File: config.mk
export PLATFORM = sky130hd
export DESIGN_NAME = vga_timing_gen
export DESIGN_NICKNAME = d
export VERILOG_FILES = /design/src/rtl/vga_timing_gen.sv
export SDC_FILE = /design/constraint.sdc
export NUM_CORES = 1
export LEC_CHECK = 0
export CORE_ASPECT_RATIO = 1.1
export CORE_MARGIN = 3
export CORE_UTILIZATION = 50
export DETAILED_ROUTE_END_ITERATION = 7
export HOLD_SLACK_MARGIN = 0.15
export PLACE_DENSITY = 0.74
export SLEW_MARGIN = 15
export SYNTH_ARGS = -nofsm -noshare
export SYNTH_HDL_FRONTEND = slang
export SYNTH_SLANG_ARGS = --single-unit
File: constraint.sdc
create_clock -name I_CLK -period 2.25 [get_ports I_CLK]
set_clock_uncertainty 0.2 [all_clocks]
set_input_delay 0.3375 -clock I_CLK [delete_from_list [all_inputs] [get_ports I_CLK]]
set_output_delay 0.3375 -clock I_CLK [all_outputs]
set_load 0.01 [all_outputs]
File: src/rtl/vga_timing_gen.sv
// vga_timing_gen: raster timing generator driven by the divided pixel clock.
// Free-running horizontal/vertical counters are decoded into sync, data-enable,
// pixel coordinates and line/frame start pulses. All outputs are registered,
// with one cycle of latency from the counter position they describe.
//
// Ports:
//   I_CLK          in   pixel clock, rising edge
//   Rst            in   asynchronous reset, active-low
//   En             in   pixel advance enable (tie 1 for free-running)
//   O_HS / O_VS    out  horizontal / vertical sync, active level = SYNC_POL
//   O_DE           out  active-video data enable
//   O_X / O_Y      out  pixel column / row while O_DE=1, else 0
//   O_LINE_START   out  one-cycle pulse at h=0 of every line
//   O_FRAME_START  out  one-cycle pulse at h=0, v=0
module vga_timing_gen #(
  parameter int unsigned H_ACTIVE = 640,
  parameter int unsigned H_FP     = 16,
  parameter int unsigned H_SYNC   = 96,
  parameter int unsigned H_BP     = 48,
  parameter int unsigned V_ACTIVE = 480,
  parameter int unsigned V_FP     = 10,
  parameter int unsigned V_SYNC   = 2,
  parameter int unsigned V_BP     = 33,
  parameter int unsigned SYNC_POL = 0,
  parameter int unsigned CW       = 11
) (
  input  logic          I_CLK,
  input  logic          Rst,
  input  logic          En,
  output logic          O_HS,
  output logic          O_VS,
  output logic          O_DE,
  output logic [CW-1:0] O_X,
  output logic [CW-1:0] O_Y,
  output logic          O_LINE_START,
  output logic          O_FRAME_START
);

  localparam int unsigned H_TOTAL      = H_ACTIVE + H_FP + H_SYNC + H_BP;
  localparam int unsigned V_TOTAL      = V_ACTIVE + V_FP + V_SYNC + V_BP;
  localparam int unsigned H_SYNC_START = H_ACTIVE + H_FP;
  localparam int unsigned H_SYNC_END   = H_SYNC_START + H_SYNC;
  localparam int unsigned V_SYNC_START = V_ACTIVE + V_FP;
  localparam int unsigned V_SYNC_END   = V_SYNC_START + V_SYNC;
  localparam logic        SYNC_ON      = 1'(SYNC_POL);
  localparam logic        SYNC_OFF     = ~SYNC_ON;

  logic [CW-1:0] h_cnt;
  logic [CW-1:0] v_cnt;
  logic          h_last_c;
  logic          v_last_c;
  logic          de_c;
  logic          hs_c;
  logic          vs_c;
  logic          line_start_c;
  logic          frame_start_c;

  // Decode of the current counter position
  always_comb begin
    h_last_c      = (h_cnt == CW'(H_TOTAL - 1));
    v_last_c      = (v_cnt == CW'(V_TOTAL - 1));
    de_c          = (h_cnt < CW'(H_ACTIVE)) && (v_cnt < CW'(V_ACTIVE));
    hs_c          = (h_cnt >= CW'(H_SYNC_START)) && (h_cnt < CW'(H_SYNC_END));
    vs_c          = (v_cnt >= CW'(V_SYNC_START)) && (v_cnt < CW'(V_SYNC_END));
    line_start_c  = (h_cnt == '0);
    frame_start_c = line_start_c && (v_cnt == '0);
  end

  // Horizontal/vertical position counters, advanced only on enabled edges
  always_ff @(posedge I_CLK or negedge Rst) begin
    if (!Rst) begin
      h_cnt <= '0;
      v_cnt <= '0;
    end else if (En) begin
      if (h_last_c) begin
        h_cnt <= '0;
        if (v_last_c) begin
          v_cnt <= '0;
        end else begin
          v_cnt <= v_cnt + CW'(1);
        end
      end else begin
        h_cnt <= h_cnt + CW'(1);
      end
    end
  end

  // Output registers: load the decode on enabled edges; pulses drop when stalled
  always_ff @(posedge I_CLK or negedge Rst) begin
    if (!Rst) begin
      O_HS          <= SYNC_OFF;
      O_VS          <= SYNC_OFF;
      O_DE          <= 1'b0;
      O_X           <= '0;
      O_Y           <= '0;
      O_LINE_START  <= 1'b0;
      O_FRAME_START <= 1'b0;
    end else if (En) begin
      O_HS          <= hs_c ? SYNC_ON : SYNC_OFF;
      O_VS          <= vs_c ? SYNC_ON : SYNC_OFF;
      O_DE          <= de_c;
      O_X           <= de_c ? h_cnt : '0;
      O_Y           <= de_c ? v_cnt : '0;
      O_LINE_START  <= line_start_c;
      O_FRAME_START <= frame_start_c;
    end else begin
      O_LINE_START  <= 1'b0;
      O_FRAME_START <= 1'b0;
    end
  end

endmodule

* Word-level counts from Yosys, hierarchy flattened
Index checks and enable logic that the tools add are counted.
Storage, ports and cells: register bits 49, bits of input ports 3, bits in latches 0, RAM bits 0, bits in read-only memories 0, memories 0
Operators by class: bitwise gates (word level) 0, magnitude comparators 6, equal/unequal tests 2, mux-type cells 8, reduce and logical (&&, ||, !) cells 7, multipliers 0, divide/modulo/power cells 0, $add $sub $neg 2, shift operators 0
Operators with widths (number):
- $mux 11 | 4
- $add 11x1->11 const B | 2
- $eq 11x10->1 const B | 2
- $logic_not 11->1 | 2
- $lt 11x10->1 const B | 2
- $lt 11x9->1 const B | 2
- $ge 11x10->1 const B | 1
- $ge 11x9->1 const B | 1
- $logic_and 1x1->1 | 4
- $mux 1 | 4
- $reduce_and 2->1 | 1

* Logic depth before layout (Yosys ltp)
Gate-level depths: netlist of run 1.
word-level depth 3, gate-level depth with buffers 6, depth with buffers taken out 6

* Worst setup path before layout of run 1
No wires, ideal clock.
path type reg-to-reg, from register h_cnt[7], to register v_cnt[3], buffers on the path 1, data arrival time 1742 ps, cell stages (with the launch flop) 6, path slack 226 ps, cells stage by stage dfrtp_1 > or3_4 > or3_1 > buf_6 > or3_1 > o21ai_0
Between the ends: longest elaborated chain between the ends 2
Ends and longest elaborated chain:
- start: declaration | line 48 | logic [CW-1:0] h_cnt;
- start signal: assignment | line 83 | h_cnt <= h_cnt + CW'(1);
- $eq 11x10->1 | line 60 | h_last_c = (h_cnt == CW'(H_TOTAL - 1));
- $reduce_and 2->1 (no source line)
- end signal: assignment | line 80 | v_cnt <= v_cnt + CW'(1);
- end: declaration | line 49 | logic [CW-1:0] v_cnt;
Every way passes these cells. A chain may end at the register's enable or synchronous reset.

* Final worst setup path of run 1
from register h_cnt[6], to register v_cnt[2]
Same word-level chain as after synthesis.

==> qor.yml, run 1 <==
timing:
  final.setup.tns_ns: 0
  finalHoldViolations: 0
  rsz0062_at_grt: "no"
  slew_headroom_pct: 60.7
  slew_violations: 0
  setup_viol: 0
  clock.fmax_mhz: 466
  period_needed_ns: 2.15
  tightest_slew_ns: 0.584
  period_share_pct: 95.3
  worst_slack_ns: 0.105
logic_synthesis:
  synthesis.area_um2: 2170
  postSynthCellCount: 188
  synth-seq-cells: 49
  synthArstFlopShare_pct: 100
  synthTopCellsByCount: "dfrtp_1, a22o_1, nand2_1, o21ai_0, nand3_1"
  yosys.area.top_type_share_pct: 54.1
  synthesis.nets: 195
  synth_warnings: 0
  yosysTopAreaCell: "dfrtp_1"
  syn_area_per_cell_um2: 11.6
  synth_edf_count: 0
  synth_top_flop_cell: "dfrtp_1"
  yosys.cell_types.count: 38
  synthTopCellsByArea: "dfrtp_1, a22o_1, xnor2_1"
  yosysMostFrequentCell: "dfrtp_1"
  synth_seq_area_share_pct: 56.6
floorplanning:
  rows: 24
  die_x_um: 68.8
  dieArea_um2: 5170
  initial_core_util_pct: 53.2
  die_h_um: 75.1
  core_region_area_um2: 4080
  io_pins: 30
critical_path:
  r2r_end: "v_cnt[2]"
  critPathKind: "reg2reg"
  cp_max_fo: 6
  cp_data_arrival_time_ns: 2.11
  timing.rr.start: "h_cnt[6]"
  cp-start-kind: "flip-flop"
  reg2regPathDepth: 5
  critPathRequiredTime_ns: 2.22
  cp-end-kind: "flip-flop"
  r2r_slack_ns: 0.10
drt:
  drtPass1Iterations: 4
  drt_iter0_drc: 138
  vias: 1626
  wl_mm: 4.46
  drcViolationCount: 0
  ant_nets: 0
  routedWlPerCell_um: 15.9
  viasPerCell: 5.81
hold_path:
  min_to: "O_DE"
  holdPathStages: 1
  hp-class: "reg2reg"
  hold_start: "O_DE"
cts:
  clock_sink_count: 49
  numCtsBuffers: 5
  cts_tree: "done"
  cts_root_buf: "clkbuf_8"
  clk_path_buf_depth: 2
  htreeDepth: 2
  insertion_delay_ns: 0.30
  cts_resized: 0
  clkSlewWorstSetupHoldPaths_ns: 0.08
run:
  max-cap-violations: 0
global_route:
  grt_pass1_vias: 1562
  grt_max_degree: 50
  grt_pass1_wl_mm: 7.41
  grtUsageTotal_pct: 19.2
  antenna_found_initial: 0
  grt_remaining_overflow: 0
finish:
  areaGrowthSynthToFinish_pct: 21.5
  final_layout_size_suffix_gt1_share_pct: 11.4
  final_nets: 234
  postLayoutCoreUtil_pct: 64.6
  antennaDiodeCount: 0
status:
  outcome: "finished, final reports clean"
pwr:
  vdd_drop_max_uv: 383
  power_density_nw_per_um2: 726
  p_leak_uw: 0.00123
place:
  port_buffers: 29
  place_congestion: 0.922
  pre_cts_ws_ns: 0.0396
  dp_hpwl_mm: 3.21
worst max path at each step:
stage | to | slack [ns] | cells past startpoint | from
6_report | v_cnt[2] | 0.10 | 5 | h_cnt[6]
4_1_cts | v_cnt[2] | 0.13 | 5 | h_cnt[6]
3_5_place_dp | v_cnt[2] | 0.04 | 6 | En
2_1_floorplan | v_cnt[3] | 0.23 | 5 | h_cnt[7]
3_3_place_gp | v_cnt[3] | 0.09 | 5 | En
5_1_grt | v_cnt[2] | 0.07 | 5 | h_cnt[6]
repair_timing:
item	in CTS	in global routing
endpoints found under the hold margin	49	0
hold buffers	1	0
buffers inserted	0	0
endpoints found under the setup margin	0	0
cells in the final DEF, fill, tap and decap left out, types with 2 or more instances in the layout:
cell type,count
clkbuf_1,3
dfrtp_1,47
nor3_1,4
nor2b_1,4
and3_1,5
xnor2_1,8
clkbuf_8,5
or3_1,3
inv_1,7
nor2_1,8
o21ai_0,10
o311ai_0,2
a21oi_1,2
nand4_1,7
ha_1,4
xor2_1,5
a22o_1,18
nor4_1,5
clkdlybuf4s50_1,28
nand2_1,12
nand3_1,9
buf_4,13
dfstp_2,2
state kept, by name, indices dropped and copies added (netlist names):
signal         cells
O_VS               1
O_HS               1
O_DE               1
O_X               11
O_FRAME_START      1
h_cnt             11
O_Y               11
O_LINE_START       1
v_cnt             11
critical path, stage by stage (launching register included):
cell and delay (ns):
dfrtp_1 0.46, or3_4 0.39, or3_1 0.49, buf_4 0.20
o21ai_0 0.17, o21ai_0 0.11
power breakdown:
part	switching [uW]	internal [uW]	leakage, uW
Sequential	108	968	0.000640
Clock	275	221	0.0000395
Combinational	155	190	0.000546
cell families (layout without fill, tap and decap cells):
kind of cell,after synthesis,count (layout),share of synthesized area (%)
compound gates,38,38,13.1
xor+xnor,13,13,5.24
fa+ha+maj,4,4,2.30
buf+inv,19,59,5.36
flops,49,49,56.6
mux,1,1,0.461
simple gates,64,64,16.9
cell type report:
cell class | instances | area (um2)
multi-input cells | 120 | 827
flip-flops and latches | 49 | 1230
fillers | 340 | 1440
repair buffers | 44 | 413
well taps | 52 | 65.1
inverters | 7 | 26.3
clock buffers | 8 | 80.1
routing by layer:
metal / share of wire, % / GRT usage, %
met1: 44 / 25.6
met2: 50 / 29.6
met3: 4.6 / 5.07
met4: 1.6 / 8.44
met5: 0 / 0
stage by stage:
| stage | instances | hold WS (ns) | power, uW | instance area, um2 |
|---|---|---|---|---|
| after floorplan | 188 | -0.158 | 1290 | 2170 |
| after global placement | 271 | 0.138 | 1420 | 2550 |
| after detailed placement | 271 | 0.141 | 1440 | 2550 |
| after CTS | 280 | 0.286 | 1930 | 2640 |
| after global routing | 280 | 0.305 | 2020 | 2640 |
| final | 280 | 0.280 | 1920 | 2640 |
No activity file was read; power rests on OpenSTA's default activity.
==> run 2: changes to the inputs <==
- CORE_MARGIN: 3 -> not set
- clock period: 2.25 -> 2.6 ns (I/O delays scaled with it)
==> run 2 against run 1 <==
  * Die area decreased by 11%
  * Clock power fell by 3%
  * Total power shrank 11%
  * Sequential cell count did not move
  * Routed wire length up 1.7%
  * Sequential share of layout area rose by 0.51 points
  * Highest routed layer unchanged
==> qor.yml, run 2 (synthesis results as in run 1) <==
status:
  outcome: "finished, final reports clean"
drt:
  drtPass1Iterations: 4  # unchanged
  viasPerCell: 5.71  # -1.8%
  routedWlPerCell_um: 16.5  # +3.5%
  vias: 1569  # -3.5%
  ant_nets: 0  # unchanged
  drcViolationCount: 0  # unchanged
  wl_mm: 4.53  # +1.7%
  drt_iter0_drc: 73  # -47%
global_route:
  grt_pass1_vias: 1563  # +0.064%
  grt_max_degree: 50  # unchanged
  grtUsageTotal_pct: 22.1  # +2.9 points
  antenna_found_initial: 0  # unchanged
  grt_remaining_overflow: 0  # unchanged
  grt_pass1_wl_mm: 7.69  # +3.7%
cts:
  clk_path_buf_depth: 2  # unchanged
  clock_sink_count: 49  # unchanged
  insertion_delay_ns: 0.30  # about the same
  clkSlewWorstSetupHoldPaths_ns: 0.08  # about the same
  cts_resized: 0  # unchanged
  cts_root_buf: "clkbuf_8"
  cts_tree: "done"
  numCtsBuffers: 5  # unchanged
  htreeDepth: 2  # unchanged
critical_path:
  startpoint: "h_cnt[5]"
  cp-start-kind: "flip-flop"
  timing.rr.start: "h_cnt[5]"
  critPathKind: "reg2reg"
  crit_path_end: "v_cnt[3]"
  critPathRequiredTime_ns: 2.62  # +0.40 ns
  cp_max_fo: 9  # +3
  cp_data_arrival_time_ns: 2.21  # +0.10 ns
  r2r_slack_ns: 0.40  # +0.30 ns
  reg2regPathDepth: 4  # -1
  crit_path_frequent_cell: "or3_1"
  slowest_stage: "or3_1"
  critical-path-max-stage-delay_ns: 0.54  # +0.05 ns
  r2r_end: "v_cnt[3]"
  path_cells: "or3_4 -> or3_1 -> or3_1 -> o21ai_0"
  cp-end-kind: "flip-flop"
finish:
  areaGrowthSynthToFinish_pct: 20.2
  postLayoutCoreUtil_pct: 64.4  # -0.23 points
  antennaDiodeCount: 0  # unchanged
  final_layout_size_suffix_gt1_share_pct: 10.8  # -0.64 points
  final_cell_mix: "dfrtp_1, clkdlybuf4s50_1, a22o_1"
  final_nets: 229  # -2.1%
  layout_commonest_cell: "dfrtp_1"
timing:
  period_needed_ns: 2.20  # +0.0502 ns
  worst_slack_ns: 0.405  # +0.300 ns
  setup_viol: 0  # unchanged
  slew_headroom_pct: 59.4  # -1.3 points
  tightest_slew_ns: 0.609  # +0.0244 ns
  slew_violations: 0  # unchanged
  rsz0062_at_grt: "no"
  final.setup.tns_ns: 0  # unchanged
  period_share_pct: 84.4  # -11 points
  clock.fmax_mhz: 456  # -2.3%
  finalHoldViolations: 0  # unchanged
run:
  max-cap-violations: 0  # unchanged
hold_path:
  hp-class: "reg2reg"
pwr:
  p_leak_uw: 0.00121  # -1.2%
  p_int_uw: 1230  # -11%
  p_comb_share_pct: 16.4  # -1.6 points
  pwr-share-clk_pct: 28.2  # +2.3 points
  switching_share_pct: 27.6  # -0.47 points
  seq_power_share_pct: 55.4  # -0.7 points
  vdd_drop_max_uv: 296  # -23%
  power_density_nw_per_um2: 650  # -10%
  power_switching_uw: 468  # -13%
floorplanning:
  io_pins: 30  # unchanged
  dieArea_um2: 4610  # -11%
  die_x_um: 64.8  # -5.8%
  rows: 24  # unchanged
  initial_core_util_pct: 53.6  # +0.39 points
  core_region_area_um2: 4050  # -0.74%
  die_h_um: 71.1  # -5.3%
place:
  place_congestion: 0.848  # -8.0%
  dp_hpwl_mm: 3.19  # -0.73%
  port_buffers: 29  # unchanged
  pre_cts_ws_ns: 0.189  # +0.149 ns
==> run 2: power groups by stage <==
| stage | Clock (uW) | Combinational [uW] | Sequential [uW] |
|---|---|---|---|
| floorplan | 0 | 191 | 924 |
| global placement | 0 | 266 | 950 |
| detailed placement | 0 | 279 | 956 |
| CTS | 498 | 282 | 940 |
| global route | 522 | 306 | 954 |
| finish | 479 | 278 | 941 |
==> run 2: layout make-up <==
type	instances	area, um2
Timing Repair Buffer	39	363
Inverter	7	26.3
Fill cell	325	1440
Tap cell	52	65.1
Multi-Input combinational cell	120	827
Sequential cell	49	1230
Clock inverter	1	5.00
Clock buffer	7	96.3
==> run 2: worst min-delay path by stage <==
stage,from,to,slack (ns),depth (start not counted)
final,O_DE,O_DE,0.29,1
after global routing,O_DE,O_DE,0.32,1
after CTS,O_DE,O_DE,0.30,1
after detailed placement,O_DE,O_DE,0.28,1
after global placement,O_DE,O_DE,0.27,1
after floorplan,Rst,O_DE,-0.11,0
==> run 2: critical path: cells and delay by family (launching register included) <==
kind	cells	cell delay, ns
simple gates	3	1.37
flops	1	0.47
compound gates	1	0.08
==> run 2: repair_timing <==
| item | in CTS | in global routing |
|---|---|---|
| endpoints found under the hold margin | 47 | 0 |
| endpoints found under the setup margin | 0 | 0 |
| buffers inserted | 0 | 0 |
| hold buffers | 1 | 0 |
==> run 2: per-stage QoR <==
stage,total power [uW],cell area (um2),std cells,hold slack (ns)
6_report,1700,2610,275,0.290
5_1_grt,1780,2610,275,0.322
4_1_cts,1720,2610,275,0.296
3_5_place_dp,1240,2500,266,0.276
3_3_place_gp,1220,2500,266,0.274
2_1_floorplan,1120,2170,188,-0.106
==> run 2: metal layers <==
| metal | share of wire, % | global-route usage (%) | vias up |
|---|---|---|---|
| li1 | - | - | 742 |
| met1 | 44 | 28.4 | 789 |
| met2 | 51 | 36.2 | 30 |
| met3 | 2.7 | 4.35 | 8 |
| met4 | 2.0 | 9.38 | 0 |
| met5 | 0 | 0 | - |
==> run 3: changes to the inputs <==
- CORE_UTILIZATION: 50 -> 48
- clock period: 2.6 -> 1.8 ns (I/O delays scaled with it)
==> run 3 against run 2 <==
  * Maximum frequency rose by 14%
  * Total power rose by 64%
  * Core utilization rose by 4.4 points
  * Setup slack got worse by 0.53 ns
  * Worst hold slack got worse by 0.014 ns
  * Via count rose by 11%
  * First-iteration DRC count rose by 110%
  * Count of clock-buffer cells in the layout did not move
  * Largest power group unchanged
  * Non-clock buffer count rose by 27
  * The flow now finishes with violations (negative setup slack)
  * Register-to-register slack got worse by 0.53 ns
==> qor.yml, run 3 (synthesis results as in run 1) <==
critical_path:
  critPathKind: "reg2reg"
  critPathRequiredTime_ns: 1.84  # -0.78 ns
  path_cells: "or3_4 -> or3_4 -> or3_1 -> o21ai_1"
  cp_max_fo: 8  # -1
  cp-start-kind: "flip-flop"
  slowest_stage: "or3_4"
  critical-path-max-stage-delay_ns: 0.41  # -0.13 ns
  cp_data_arrival_time_ns: 1.97  # -0.24 ns
  cpLargestDelayFamily: "simple AND/OR/NAND/NOR gates"
  cp-end-kind: "flip-flop"
  path_buf_inv: 0  # unchanged
  crit_path_frequent_cell: "or3_4"
timing:
  period_needed_ns: 1.93  # -0.268 ns
  tightest_slew_ns: 0.299  # -0.310 ns
  clock.fmax_mhz: 519  # +14%
  rsz0062_at_grt: "yes"
  setup_viol: 8  # +8
  period_share_pct: 107  # +23 points
  finalHoldViolations: 0  # unchanged
  slew_violations: 0  # unchanged
  worst_slack_ns: -0.127  # -0.532 ns
  slew_headroom_pct: 80.1  # +21 points
cts:
  clkSlewWorstSetupHoldPaths_ns: 0.08  # about the same
  numCtsBuffers: 5  # unchanged
  clock_sink_count: 49  # unchanged
  cts_root_buf: "clkbuf_8"
  htreeDepth: 2  # unchanged
  clk_path_buf_depth: 2  # unchanged
  insertion_delay_ns: 0.30  # about the same
  cts_tree: "done"
drt:
  wl_mm: 4.99  # +10%
  viasPerCell: 5.74  # +0.55%
  vias: 1744  # +11%
  routedWlPerCell_um: 16.4  # -0.40%
  drcViolationCount: 0  # unchanged
  drtPass1Iterations: 4  # unchanged
  drt_iter0_drc: 153  # +110%
  ant_nets: 0  # unchanged
finish:
  layout_commonest_cell: "dfrtp_1"
  final_layout_size_suffix_gt1_share_pct: 26.4  # +16 points
  postLayoutCoreUtil_pct: 68.8  # +4.4 points
  antennaDiodeCount: 0  # unchanged
  final_cell_mix: "dfrtp_1, buf_4, clkdlybuf4s50_1"
  final_nets: 256  # +12%
  areaGrowthSynthToFinish_pct: 36.8
floorplanning:
  io_pins: 30  # unchanged
  dieArea_um2: 4800  # +4.0%
  die_h_um: 72.6  # +2.0%
  initial_core_util_pct: 50.3  # -3.3 points
  core_region_area_um2: 4320  # +6.5%
  die_x_um: 66.1  # +2.0%
  rows: 25  # +4.2%
place:
  dp_hpwl_mm: 2.97  # -6.8%
  place_congestion: 0.854  # +0.60%
  pre_cts_ws_ns: -0.345  # -0.534 ns
  port_buffers: 29  # unchanged
status:
  outcome: "complete, but fails checks"
  failed_checks: "negative setup slack"
pwr:
  vdd_drop_max_uv: 493  # +67%
  p_leak_uw: 0.00139  # +15%
  power_density_nw_per_um2: 940  # +45%
global_route:
  grt_max_degree: 50  # unchanged
  grt_remaining_overflow: 0  # unchanged
  grtUsageTotal_pct: 20.9  # -1.2 points
  grt_pass1_vias: 1569  # +0.38%
  grt_pass1_wl_mm: 7.49  # -2.6%
  antenna_found_initial: 0  # unchanged
hold_path:
  hp-class: "in2async"
run:
  max-cap-violations: 0  # unchanged
[run 3: layout make-up]
| type | instances | area [um2] |
|---|---|---|
| repair buffers | 66 | 594 |
| flip-flops and latches | 49 | 1230 |
| well taps | 54 | 67.6 |
| inverters | 7 | 26.3 |
| clock buffers | 7 | 86.3 |
| fillers | 337 | 1350 |
| multi-input cells | 120 | 937 |
| clock inverters | 1 | 30.0 |
[run 3: what timing repair did]
| item | in CTS | in global routing |
|---|---|---|
| resized for setup | 10 | 20 |
| hold endpoints to repair | 49 | 0 |
| hold buffers | 1 | 0 |
| setup buffers | 2 | 4 |
| endpoints found under the setup margin | 12 | 38 |
| pin swaps | 5 | 4 |
[run 3: final timing paths]
kind | to | cells after the start | start | slack, ns
setup / recovery | v_cnt[3] | 4 | h_cnt[6] | -0.13
hold / removal | O_X[4] | 3 | Rst | 0.28
setup reg to reg | v_cnt[3] | 4 | h_cnt[6] | -0.13
hold reg to reg | O_DE | 1 | O_DE | 0.29
max in group asynchronous | O_VS | 3 | Rst | 0.85
min in group I_CLK | O_DE | 1 | O_DE | 0.29
[run 3: worst reg2reg max path: stages (launching register included)]
cell and delay (ns):
dfrtp_1 0.38, or3_4 0.41, or3_4 0.41, or3_1 0.38, o21ai_1 0.08
[run 3: where the power goes]
| group | internal [uW] | switching [uW] | total, uW |
|---|---|---|---|
| Sequential | 1210 | 66.8 | 1280 |
| Combinational | 362 | 348 | 710 |
| Clock | 453 | 352 | 805 |
| Total | 2030 | 767 | 2790 |
[run 3: per-layer routing]
metal  vias up  global-route usage, %  part of all wire, %
met1       846                   29.0                   43
met3        21                   3.46                  5.2
met2        79                   31.5                   49
li1        798                      -                    -
met5         -                      0                    0
met4         0                   10.4                  3.3
[run 3: per-stage QoR]
stage / power [uW] / setup TNS [ns] / hold WS [ns] / instance area [um2] / std cells
4_1_cts: 2710 / -0.199 / 0.280 / 2850 / 300
5_1_grt: 2920 / -1.24 / 0.309 / 2970 / 304
2_1_floorplan: 1610 / -0.503 / -0.226 / 2170 / 188
6_report: 2790 / -0.397 / 0.276 / 2970 / 304
3_3_place_gp: 1870 / -6.86 / 0.0695 / 2670 / 289
3_5_place_dp: 1880 / -8.09 / 0.0741 / 2670 / 289
